## src/rtl/tqvp_nkanderson_wdt_pkg.sv

```systemverilog
// Shared types and defaults for the TinyQV watchdog core and its register wrapper.
// The numeric state constants match the encoding the wrapper exposes on read-back.
package tqvp_nkanderson_wdt_pkg;

  localparam int WDT_WIDTH     = 32;
  localparam int WDT_RST_PULSE = 16;

  typedef enum logic [1:0] {
    ST_IDLE   = 2'd0,
    ST_ARMED  = 2'd1,
    ST_WARNED = 2'd2,
    ST_BITE   = 2'd3
  } wdt_state_e;

  localparam logic [1:0] WDT_ST_IDLE   = 2'd0;
  localparam logic [1:0] WDT_ST_ARMED  = 2'd1;
  localparam logic [1:0] WDT_ST_WARNED = 2'd2;
  localparam logic [1:0] WDT_ST_BITE   = 2'd3;

endpackage

```

## src/rtl/wdt_pulse_stretch.sv

```systemverilog
// Turns a one-cycle fire strobe into a registered pulse exactly RST_PULSE cycles wide.
// done is high during the last pulse cycle, so the FSM leaves BITE on the edge the pulse drops.
module wdt_pulse_stretch #(
  parameter int RST_PULSE = 16
) (
  input  logic clk,
  input  logic rst_n,
  input  logic fire,
  output logic pulse,
  output logic done
);

  localparam int CW = $clog2(RST_PULSE + 1);

  logic [CW-1:0] cnt_q;
  logic          pulse_q;

  // cnt_q holds the number of pulse cycles still to follow the current one
  always_ff @(posedge clk or negedge rst_n) begin
    if (!rst_n) begin
      cnt_q   <= '0;
      pulse_q <= 1'b0;
    end else if (fire && !pulse_q) begin
      cnt_q   <= CW'(RST_PULSE - 1);
      pulse_q <= 1'b1;
    end else if (pulse_q) begin
      if (cnt_q == '0) begin
        pulse_q <= 1'b0;
      end else begin
        cnt_q <= cnt_q - CW'(1);
      end
    end
  end

  assign pulse = pulse_q;
  assign done  = pulse_q && (cnt_q == '0);

endmodule

```

## src/rtl/tqvp_nkanderson_wdt_core.sv

```systemverilog
// Two-stage watchdog countdown: first expiry raises a sticky irq, a second
// unserviced expiry issues a fixed-width reset pulse. All outputs registered.
module tqvp_nkanderson_wdt_core
  import tqvp_nkanderson_wdt_pkg::*;
#(
  parameter int WIDTH     = WDT_WIDTH,
  parameter int RST_PULSE = WDT_RST_PULSE
) (
  input  logic             clk,
  input  logic             rst_n,
  input  logic             cfg_load,
  input  logic [WIDTH-1:0] cfg_timeout,
  input  logic             start,
  input  logic             stop,
  input  logic             kick,
  input  logic             irq_clear,
  output logic [WIDTH-1:0] count,
  output logic [1:0]       state,
  output logic             irq,
  output logic             wdt_rst
);

  wdt_state_e       state_q, state_d;
  logic [WIDTH-1:0] count_q, count_d;
  logic [WIDTH-1:0] timeout_q;
  logic             irq_q;
  logic             irq_set;
  logic             fire;
  logic             bite_done;

  always_ff @(posedge clk or negedge rst_n) begin
    if (!rst_n) begin
      state_q   <= ST_IDLE;
      count_q   <= '0;
      timeout_q <= '0;
      irq_q     <= 1'b0;
    end else begin
      state_q <= state_d;
      count_q <= count_d;
      if (cfg_load) begin
        timeout_q <= cfg_timeout;
      end
      // a set in the same cycle as a clear wins
      if (irq_set) begin
        irq_q <= 1'b1;
      end else if (irq_clear) begin
        irq_q <= 1'b0;
      end
    end
  end

  always_comb begin
    state_d = state_q;
    count_d = count_q;
    irq_set = 1'b0;
    fire    = 1'b0;
    unique case (state_q)
      ST_IDLE: begin
        if (start && (timeout_q != '0)) begin
          state_d = ST_ARMED;
          count_d = timeout_q;
        end
      end
      ST_ARMED, ST_WARNED: begin
        if (stop) begin
          state_d = ST_IDLE;
          count_d = '0;
        end else if (kick || start) begin
          state_d = ST_ARMED;
          count_d = timeout_q;
        end else if (count_q == '0) begin
          if (state_q == ST_ARMED) begin
            state_d = ST_WARNED;
            count_d = timeout_q;
            irq_set = 1'b1;
          end else begin
            state_d = ST_BITE;
            count_d = '0;
            fire    = 1'b1;
          end
        end else begin
          count_d = count_q - WIDTH'(1);
        end
      end
      ST_BITE: begin
        count_d = '0;
        if (bite_done) begin
          state_d = ST_IDLE;
        end
      end
      default: begin
        state_d = ST_IDLE;
        count_d = '0;
      end
    endcase
  end

  wdt_pulse_stretch #(
    .RST_PULSE(RST_PULSE)
  ) u_pulse (
    .clk  (clk),
    .rst_n(rst_n),
    .fire (fire),
    .pulse(wdt_rst),
    .done (bite_done)
  );

  assign count = count_q;
  assign state = state_q;
  assign irq   = irq_q;

endmodule

```

## config.mk

```make
export PLATFORM = sky130hd
export DESIGN_NAME = tqvp_nkanderson_wdt_core
export DESIGN_NICKNAME = d
export VERILOG_FILES = /design/src/rtl/tqvp_nkanderson_wdt_pkg.sv /design/src/rtl/wdt_pulse_stretch.sv /design/src/rtl/tqvp_nkanderson_wdt_core.sv
export SDC_FILE = /design/constraint.sdc
export NUM_CORES = 1
export LEC_CHECK = 0
export ABC_CLOCK_PERIOD_IN_PS = 4720
export BUFFER_PORTS_ARGS = -buffer_cell sky130_fd_sc_hd__buf_2
export CAP_MARGIN = 20
export CORE_ASPECT_RATIO = 0.5
export CORE_MARGIN = 5
export CORE_UTILIZATION = 56
export DETAILED_ROUTE_END_ITERATION = 12
export PLACE_DENSITY = 0.87
export REMOVE_ABC_BUFFERS = 1
export SLEW_MARGIN = 20
export SYNTH_ARGS = -nofsm -noshare
export SYNTH_HDL_FRONTEND = slang
export SYNTH_SLANG_ARGS = --single-unit
```

## constraint.sdc

```tcl
create_clock -name clk -period 4.72 [get_ports clk]
set_input_delay 0.472 -clock clk [delete_from_list [all_inputs] [get_ports clk]]
set_output_delay 0.472 -clock clk [all_outputs]
set_load 0.02 [all_outputs]
```

==> qor.csv, run 1 <==
stage;metric;value;unit
sta;Hold Vio Cnt, Final;0;
yosys;Post-synth EDFFs;0;
sta;max frequency;308;MHz
grt;pin count of the biggest net entering global routing;38;
finish;Antenna Cells;0;
die;IO Pins;75;
yosys;Synth async-reset ratio;100;%
yosys;Yosys cell types;52;
critical_path;worst-path fanout max;17;
grt;Total Routing Usage GR;24.9;%
power;IR drop worst, VDD;0.000297;V
yosys;post-synthesis mux area share;9.55;%
cts;CTS max path bufs;2;
yosys;top cell type's share of synthesized area;44.6;%
cts;Num CTS Buffers;9;
sta;Slew headroom;35.3;%
route;WL per Instance;19.4;µm
grt;number of global-route vias before repair;3448;
sta;Post-Route Setup TNS;0;ns
yosys;ranking of synthesized cells by area;dfrtp_1, mux2_2, a22oi_1;
grt;initial antenna violation count;0;
cts;Reg clk slew, reported paths;0.06;ns
die;Starting Density;56.8;%
cts;Clock Sinks;73;
critical_path;CP max stage delay;0.74;ns
yosys;cell area after synthesis;0.00410;mm²
die;Die Span Y;70.5;µm
power;Tot Pwr;2920;µW
sta;Final Critical Period;3.25;ns
yosys;synthesized instance count;409;
die;row count;22;
sta;final slew viol count;0;
yosys;main combinational cell family by area after synthesis;simple AND/OR/NAND/NOR gates;
cts;Post-CTS Resized;0;
critical_path;cell family with most CP delay;simple AND/OR/NAND/NOR gates;
yosys;commonest cells in the netlist;dfrtp_1, mux2_2, nor2_1;
route;Post-DRT Antenna Nets;0;
critical_path;Critical Path RT;4.96;ns
route;via count;3689;
finish;layout cells sized above 1;30.3;%
sta;unrepaired setup endpoints after global routing;no;
critical_path;CP Capture Type;flip-flop;
cts;post-CTS setup buffers;0;
route;final WL;11100;µm
route;DRT iter0 DRCs;486;
cts;# hold bufs at CTS;0;
place;Placer Congestion;0.890;
yosys;Yosys Warn Count;0;
yosys;most common cell in the netlist;dfrtp_1;
run;maxcap violations;0;
yosys;Avg Cell Area, Syn;10.0;µm²
place;dpl ws;1.56;ns
critical_path;WS Path Type;flip-flop to flip-flop;
route;residual DRC count;0;
sta;worst setup margin;1.47;ns
grt;grt total ovfl;0;
sta;setup violators final;0;
finish;Area growth syn-to-layout;16.6;%
power;Cell Pwr Density;610;mW/mm²
cts;CTS root buf;clkbuf_16;
place;PortBufs;74;
yosys;Synth Flop Type;dfrtp_1;
die;die width;131;µm
die;DIE AREA;0.00923;mm²
place;DPL Wire Length;7590;µm
critical_path;worst path buffer plus inverter count;0;
sta;period utilization;68.9;%
grt;first-pass GRT wire length;17800;µm
hold_path;Worst Hold Class;input pin to async pin;
critical_path;CP Launch Type;flip-flop;
route;Vias per Instance;6.45;
yosys;compound-gate portion of the synthesized area;16.4;%
sta;Final Skew;0.00812;ns
yosys;Simple-Gate Fraction of Synth Area;17.6;%
cts;TritonCTS clock tree;built;
critical_path;Critical Path Slowest Stage Cell;o31ai_4;
finish;Nets;518;
finish;fillcell total;566;
outcome;outcome;finished, final reports clean;
power;P_leak;0.00213;µW
critical_path;Reg2Reg Setup Slack;1.47;ns
critical_path;CP cell instances;nor4_1, nand3b_1, or2_2, o31ai_4, a22oi_1, o211ai_1;
cts;worst-skew pair later-pin latency;0.34;ns
yosys;XOR/XNOR Fraction of Synth Area;4.70;%
yosys;post-synthesis adder-cell area fraction;2.44;%
critical_path;CP arrival;3.49;ns
yosys;sequential fraction of the synthesis area;44.6;%
die;CORE AREA;0.00721;mm²
yosys;#FFs+latches synth;73;
route;drt first pass iters;6;
sta;Worst-Margin Slew;0.962;ns
yosys;top cell type by total area after synthesis;dfrtp_1;
cts;H-tree Lvls;3;
-- cell type report --
cell class	instances	area (µm²)	share of cell area, %
clock buffer	11	243	5.08
clock inverter	5	55.1	1.15
inverter	14	52.6	1.10
multi-input combinational	295	2080	43.6
sequential	73	1830	38.2
tap	96	120	2.51
timing repair buffer	78	400	8.38
-- sequential cells by signal, indices dropped and copies added, names as in the netlist --
register,count
count,32
u_pulse.cnt_q,5
u_pulse.pulse,1
timeout_q,32
irq,1
state,2
-- routing by layer --
metal	global-route usage (%)	part of all wire [%]	vias to the layer above
met1	33.6	41	1805
li1	-	-	1632
met4	10.8	2.8	0
met2	38.0	47	213
met3	5.88	9.6	39
met5	0	0	-
-- logic make-up after synthesis --
family                     Yosys count
muxes                               35
xor gates and xnor gates            22
AOI/OAI and AO/OA                   92
DFF                                 73
and+or+nand+nor                    138
adders and majority gates            8
buffers and inverters               41
-- cells in the final DEF (no fill, tap or decap), types with 14 or more instances in the layout --
master / Yosys / layout
nor2_1: 33 / 33
nand2_1: 23 / 23
buf_2: 3 / 74
a22oi_1: 18 / 18
inv_1: 14 / 14
nand3_1: 15 / 15
dfrtp_1: 73 / 73
a21oi_1: 16 / 16
nor4_1: 20 / 20
mux2_2: 33 / 33
-- path summary, 6_finish.rpt --
path                                 from       endpoint  cells past startpoint
worst max-delay path            count[18]       count[2]                      6
worst min-delay path                rst_n      count[22]                      1
worst max register to register  count[18]       count[2]                      6
worst min register to register        irq            irq                      2
max in group asynchronous           rst_n  timeout_q[21]                      2
min in group clk                irq_clear            irq                      2
-- worst register-to-register path: cells and delay by family, from the launching register on --
family / cells / cell delay (ns)
AO/OA/AOI/OAI: 3 / 1.16
flip-flops: 1 / 0.42
AND/OR/NAND/NOR: 3 / 1.57
-- through the flow --
stage | cell area [µm²] | std cells | utilization, % | hold WS, ns
after floorplan | 3960 | 382 | - | 0.176
after global placement | 4480 | 556 | 62.1 | 0.511
after detailed placement | 4480 | 556 | 62.1 | 0.516
after CTS | 4780 | 572 | 66.3 | 0.251
after global routing | 4780 | 572 | 66.3 | 0.301
final | 4780 | 572 | 66.3 | 0.224
-- power by group --
group,switching [µW],internal [µW]
combinational,742,448
clock,262,421
sequential,252,791
No activity file was read; power rests on OpenSTA's default activity.
==> run 2, diff against run 1 <==
--- a/config.mk
+++ b/config.mk
@@ -5,7 +5,7 @@
 export SDC_FILE = /design/constraint.sdc
 export NUM_CORES = 1
 export LEC_CHECK = 0
-export ABC_CLOCK_PERIOD_IN_PS = 4720
+export ABC_CLOCK_PERIOD_IN_PS = 3400
 export BUFFER_PORTS_ARGS = -buffer_cell sky130_fd_sc_hd__buf_2
 export CAP_MARGIN = 20
 export CORE_ASPECT_RATIO = 0.5
==> constraint.sdc (replaced) <==
create_clock -name clk -period 3.4 [get_ports clk]
set_input_delay 0.34 -clock clk [delete_from_list [all_inputs] [get_ports clk]]
set_output_delay 0.34 -clock clk [all_outputs]
set_load 0.02 [all_outputs]
==> qor.csv, run 2 (synthesis results as in run 1) <==
stage;metric;value;unit;change
grt;grt total ovfl;0;;unchanged
hold_path;hold-critical path depth;2;;
grt;initial antenna violation count;0;;unchanged
sta;max frequency;325;MHz;was 308 MHz
finish;fillcell total;575;;was 566
sta;Post-Route Setup TNS;0;ns;unchanged
sta;worst setup margin;0.324;ns;was 1.47 ns
cts;worst-skew pair later-pin latency;0.34;ns;about the same
cts;TritonCTS clock tree;built;;unchanged
grt;number of global-route vias before repair;3559;;was 3448
critical_path;Reg2Reg Setup Slack;0.32;ns;was 1.47 ns
die;CORE AREA;0.00721;mm²;unchanged
route;Post-DRT Antenna Nets;0;;unchanged
power;P_leak;0.00216;µW;was 0.00213 µW
route;via count;3735;;was 3689
critical_path;worst r2r dst;count[1];;was count[2]
critical_path;cell family with most CP delay;simple AND/OR/NAND/NOR gates;;unchanged
sta;Hold Vio Cnt, Final;0;;unchanged
cts;Num CTS Buffers;9;;unchanged
critical_path;CP Capture Type;flip-flop;;unchanged
critical_path;WS Path Type;flip-flop to flip-flop;;unchanged
hold_path;Worst Hold Class;input pin to flip-flop;;was input pin to async pin
route;residual DRC count;0;;unchanged
critical_path;Critical Path Slowest Stage Cell;or4b_2;;was o31ai_4
finish;layout cells sized above 1;30.6;%;was 30.3%
place;Placer Congestion;0.887;;was 0.890
die;DIE AREA;0.00923;mm²;unchanged
cts;Reg clk slew, reported paths;0.06;ns;about the same
finish;Area growth syn-to-layout;17.6;%;was 16.6%
cts;CTS max path bufs;2;;unchanged
power;IR drop worst, VDD;0.000365;V;was 0.000297 V
finish;commonest non-fill, non-tap cells in the layout;buf_2, dfrtp_1, nor2_1, mux2_2, nand2_1;;unchanged
sta;unrepaired setup endpoints after global routing;no;;unchanged
power;Cell Pwr Density;834;mW/mm²;was 610 mW/mm²
cts;H-tree Lvls;3;;unchanged
critical_path;R2R depth;8;;was 6
route;drt first pass iters;6;;unchanged
route;WL per Instance;20.1;µm;was 19.4 µm
critical_path;worst path buffer plus inverter count;1;;was 0
place;DPL Wire Length;8000;µm;was 7590 µm
finish;area of the multi-input gates;0.00208;mm²;about the same
run;maxcap violations;0;;unchanged
grt;pin count of the biggest net entering global routing;34;;was 38
critical_path;r2r startpoint;count[0];;was count[18]
critical_path;worst-path fanout max;15;;was 17
sta;final slew viol count;0;;unchanged
sta;Slew headroom;48.3;%;was 35.3%
critical_path;CP arrival;3.32;ns;was 3.49 ns
finish;most common cell after layout, fill and taps aside;buf_2;;unchanged
sta;setup violators final;0;;unchanged
finish;Reg area;0.00183;mm²;unchanged
die;IO Pins;75;;unchanged
die;die width;131;µm;unchanged
sta;Worst-Margin Slew;0.773;ns;was 0.962 ns
cts;post-CTS setup buffers;0;;unchanged
hold_path;hold path start;irq_clear;;
route;final WL;11600;µm;was 11100 µm
critical_path;CP Launch Type;flip-flop;;unchanged
place;dpl ws;0.392;ns;was 1.56 ns
cts;CTS root buf;clkbuf_16;;unchanged
critical_path;Critical Path RT;3.65;ns;was 4.96 ns
critical_path;CP max stage delay;0.63;ns;was 0.74 ns
die;row count;22;;unchanged
die;Die Span Y;70.5;µm;unchanged
critical_path;CP cell instances;inv_1, ha_1, or4b_2, or4_4, or2_4, o21ai_4, a21oi_1, o21ai_0;;was nor4_1, nand3b_1, or2_2, o31ai_4, a22oi_1, o211ai_1
finish;Antenna Cells;0;;unchanged
hold_path;hold endpoint;irq;;
place;PortBufs;74;;unchanged
outcome;outcome;finished, final reports clean;;unchanged
sta;Final Skew;0.00803;ns;was 0.00812 ns
die;Starting Density;56.8;%;unchanged
cts;Clock Sinks;73;;unchanged
finish;Nets;526;;was 518
sta;period utilization;90.5;%;was 68.9%
sta;Final Critical Period;3.08;ns;was 3.25 ns
grt;first-pass GRT wire length;18400;µm;was 17800 µm
route;Vias per Instance;6.45;;about the same
grt;Total Routing Usage GR;26.0;%;was 24.9%
route;DRT iter0 DRCs;502;;was 486
[run 2: cell count changes in the layout (fill, tap and decap cells not counted)]
cell,previous run,this run
buf_12,0,1
bufinv_16,1,0
dlygate4sd3_1,0,1
clkinvlp_4,2,1
clkbuf_1,1,2
o21a_2,1,0
o21a_1,0,1
buf_4,4,10
[run 2: report_power, final]
| part | leakage, µW | switching, µW | internal (µW) |
|---|---|---|---|
| logic | 0.00113 | 1060 | 650 |
| clock network | 0.000128 | 346 | 507 |
| registers | 0.000904 | 356 | 1100 |
| total | 0.00216 | 1760 | 2260 |
[run 2: cell type report]
cell class	instances	area share, %
multi-input combinational	295	43.2
sequential	73	37.9
timing repair buffer	86	9.87
clock buffer	12	5.11
tap	96	2.49
inverter	14	1.09
clock inverter	3	0.363
[run 2: timing repair]
action,CTS,global route
hold buffers,1,0
gates resized for setup,0,0
endpoints found under the hold margin,16,0
[run 2: worst max path at each step]
stage,start,endpoint,slack (ns),depth (start not counted)
floorplan,count[0],count[24],0.28,7
global placement,count[0],count[11],0.56,8
detailed placement,count[0],count[1],0.39,8
CTS,count[0],count[1],0.37,8
global route,count[0],count[1],0.26,8
finish,count[0],count[1],0.32,8
[run 2: layer usage]
| layer | global-route usage [%] | routed length [µm] | vias to the layer above |
|---|---|---|---|
| met4 | 9.01 | 320 | 0 |
| li1 | - | - | 1651 |
| met2 | 40.1 | 5400 | 258 |
| met3 | 8.63 | 1340 | 43 |
| met5 | 0 | 0 | - |
| met1 | 34.4 | 4580 | 1783 |
[run 2: stage by stage]
step	util [%]	hold slack [ns]	std cells	total power (µW)	area (µm²)
final	66.8	0.224	579	4020	4820
after global routing	66.8	0.218	579	4230	4820
after CTS	66.8	0.217	579	3980	4820
after detailed placement	63.0	0.275	563	3110	4550
after global placement	63.0	0.272	563	3040	4550
after floorplan	-	0.0444	382	2490	3960
==> run 3, diff against run 2 <==
--- a/config.mk
+++ b/config.mk
@@ -8,9 +8,11 @@
 export ABC_CLOCK_PERIOD_IN_PS = 3400
 export BUFFER_PORTS_ARGS = -buffer_cell sky130_fd_sc_hd__buf_2
 export CAP_MARGIN = 20
+export CELL_PAD_IN_SITES_DETAIL_PLACEMENT = 1
+export CELL_PAD_IN_SITES_GLOBAL_PLACEMENT = 1
 export CORE_ASPECT_RATIO = 0.5
 export CORE_MARGIN = 5
-export CORE_UTILIZATION = 56
+export CORE_UTILIZATION = 43
 export DETAILED_ROUTE_END_ITERATION = 12
 export PLACE_DENSITY = 0.87
 export REMOVE_ABC_BUFFERS = 1
==> qor.csv, run 3 (synthesis results as in run 1) <==
stage;metric;value;unit;change
outcome;outcome;finished, final reports clean;;unchanged
critical_path;worst r2r dst;state[1];;was count[1]
die;CORE AREA;0.00938;mm²;was 0.00721 mm²
die;Starting Density;43.7;%;was 56.8%
sta;final slew viol count;0;;unchanged
route;drt first pass iters;5;;was 6
place;DPL Wire Length;9250;µm;was 8000 µm
power;Seq pwr share;34.2;%;was 36.2%
finish;Nets;528;;was 526
critical_path;CP Launch Type;flip-flop;;unchanged
sta;max frequency;332;MHz;was 325 MHz
cts;TritonCTS clock tree;built;;unchanged
grt;grt total ovfl;0;;unchanged
cts;post-CTS setup buffers;0;;unchanged
power;internal power;2390;µW;was 2260 µW
finish;fillcell total;1077;;was 575
place;PortBufs;74;;unchanged
sta;Final Skew;0.0101;ns;was 0.00803 ns
route;WL per Instance;23.1;µm;was 20.1 µm
critical_path;CP arrival;3.29;ns;was 3.32 ns
grt;pin count of the biggest net entering global routing;54;;was 34
critical_path;Critical Path RT;3.68;ns;was 3.65 ns
finish;Reg area;0.00183;mm²;unchanged
route;residual DRC count;0;;unchanged
sta;setup violators final;0;;unchanged
finish;layout cells sized above 1;31.5;%;was 30.6%
power;P_leak;0.00219;µW;was 0.00216 µW
power;Cell Pwr Density;868;mW/mm²;was 834 mW/mm²
sta;unrepaired setup endpoints after global routing;no;;unchanged
critical_path;Reg2Reg Setup Slack;0.39;ns;was 0.32 ns
run;maxcap violations;0;;unchanged
route;Post-DRT Antenna Nets;0;;unchanged
route;DRT iter0 DRCs;359;;was 502
finish;most common cell after layout, fill and taps aside;buf_2;;unchanged
critical_path;R2R depth;8;;unchanged
finish;Area growth syn-to-layout;20.1;%;was 17.6%
power;switching portion of total power;44.1;%;was 43.9%
grt;initial antenna violation count;0;;unchanged
finish;Antenna Cells;0;;unchanged
die;row count;25;;was 22
finish;area of the multi-input gates;0.00208;mm²;about the same
critical_path;CP max stage delay;0.64;ns;was 0.63 ns
hold_path;hold endpoint;irq;;unchanged
power;clock network power share;23.1;%;was 21.2%
critical_path;cell family with most CP delay;simple AND/OR/NAND/NOR gates;;unchanged
cts;H-tree Lvls;3;;unchanged
route;final WL;14000;µm;was 11600 µm
sta;period utilization;88.5;%;was 90.5%
critical_path;WS Path Type;flip-flop to flip-flop;;unchanged
die;die width;148;µm;was 131 µm
cts;Num CTS Buffers;9;;unchanged
sta;Worst-Margin Slew;0.769;ns;was 0.773 ns
hold_path;hold-critical path depth;2;;unchanged
hold_path;Worst Hold Class;input pin to flip-flop;;unchanged
critical_path;CP Capture Type;flip-flop;;unchanged
grt;number of global-route vias before repair;4250;;was 3559
power;sw power;1880;µW;was 1760 µW
cts;worst-skew pair later-pin latency;0.35;ns;was 0.34 ns
cts;Clock Sinks;73;;unchanged
critical_path;Critical Path Slowest Stage Cell;or4b_2;;unchanged
route;via count;3797;;was 3735
cts;Post-CTS Resized;0;;unchanged
place;area post-placement;0.00461;mm²;was 0.00455 mm²
critical_path;r2r startpoint;count[0];;unchanged
place;Placer Congestion;0.865;;was 0.887
cts;CTS max path bufs;2;;unchanged
cts;CTS root buf;clkbuf_16;;unchanged
sta;Hold Vio Cnt, Final;0;;unchanged
die;IO Pins;75;;unchanged
grt;Total Routing Usage GR;25.3;%;was 26.0%
finish;Finished Cell Area;0.00492;mm²;was 0.00482 mm²
sta;Post-Route Setup TNS;0;ns;unchanged
critical_path;worst path buffer plus inverter count;1;;unchanged
cts;# hold bufs at CTS;1;;unchanged
route;Vias per Instance;6.27;;was 6.45
finish;commonest non-fill, non-tap cells in the layout;buf_2, dfrtp_1, nor2_1, mux2_2, nand2_1;;unchanged
power;combinational share of power;42.7;%;was 42.6%
power;IR drop worst, VDD;0.000354;V;was 0.000365 V
grt;first-pass GRT wire length;22800;µm;was 18400 µm
cts;Reg clk slew, reported paths;0.06;ns;about the same
hold_path;hold path start;irq_clear;;unchanged
sta;Final Critical Period;3.01;ns;was 3.08 ns
die;Die Span Y;79.0;µm;was 70.5 µm
critical_path;worst-path fanout max;5;;was 15
critical_path;CP cell instances;inv_1, ha_1, or4b_2, or4_4, nor3_1, nand3_1, a2111oi_0, a21o_1;;was inv_1, ha_1, or4b_2, or4_4, or2_4, o21ai_4, a21oi_1, o21ai_0
die;DIE AREA;0.0117;mm²;was 0.00923 mm²
sta;Slew headroom;48.7;%;was 48.3%
run 3: cell types whose count changed in the layout (fill, tap and decap cells not counted):
cell	change
o21ai_1	-1
bufinv_16	+1
buf_12	+1
buf_4	+1
clkinv_2	-2
clkbuf_8	+1
o21ai_2	+1
clkbuf_1	-2
clkinvlp_4	+2
run 3: per-stage QoR:
step	power (µW)	hold slack [ns]	util (%)	setup WS, ns	instances
2_1_floorplan	2490	0.0444	-	0.283	382
3_3_place_gp	3130	0.315	49.1	0.610	590
3_5_place_dp	3220	0.317	49.1	0.438	590
4_1_cts	4260	0.194	52.5	0.397	606
5_1_grt	4500	0.204	52.5	0.217	606
6_report	4270	0.198	52.5	0.391	606
run 3: worst register-to-register path: stages (launching register included):
cell and delay (ns):
dfrtp_1 0.40, inv_1 0.16, ha_1 0.20, or4b_2 0.64
or4_4 0.50, nor3_1 0.16, nand3_1 0.15, a2111oi_0 0.57
a21o_1 0.15
run 3: worst max path at each step:
| stage | cells after the start | endpoint | slack (ns) | startpoint |
|---|---|---|---|---|
| after global placement | 7 | state[1] | 0.61 | count[0] |
| after global routing | 9 | count[22] | 0.22 | count[0] |
| after CTS | 8 | state[1] | 0.40 | count[0] |
| final | 8 | state[1] | 0.39 | count[0] |
| after floorplan | 7 | count[24] | 0.28 | count[0] |
| after detailed placement | 8 | count[20] | 0.44 | count[0] |
run 3: power groups by stage:
stage	clock, µW	combinational [µW]	sequential, µW
floorplan	0	891	1600
global placement	0	1680	1440
detailed placement	0	1760	1460
CTS	993	1810	1450
global route	1040	1970	1500
finish	987	1820	1460
run 3: layout make-up:
class                      count  area share, %
timing repair buffer          88           10.2
clock buffer                  11           5.13
multi-input combinational    295           42.3
sequential                    73           37.1
inverter                      14           1.07
tap                          121           3.07
clock inverter                 4           1.07
run 3: per-layer routing:
metal / part of all wire (%) / global-route usage [%] / vias up
met4: 3.3 / 11.2 / 0
met1: 41 / 30.6 / 1911
li1: - / - / 1653
met2: 48 / 42.4 / 183
met3: 7.5 / 7.24 / 50
met5: 0 / 0 / -
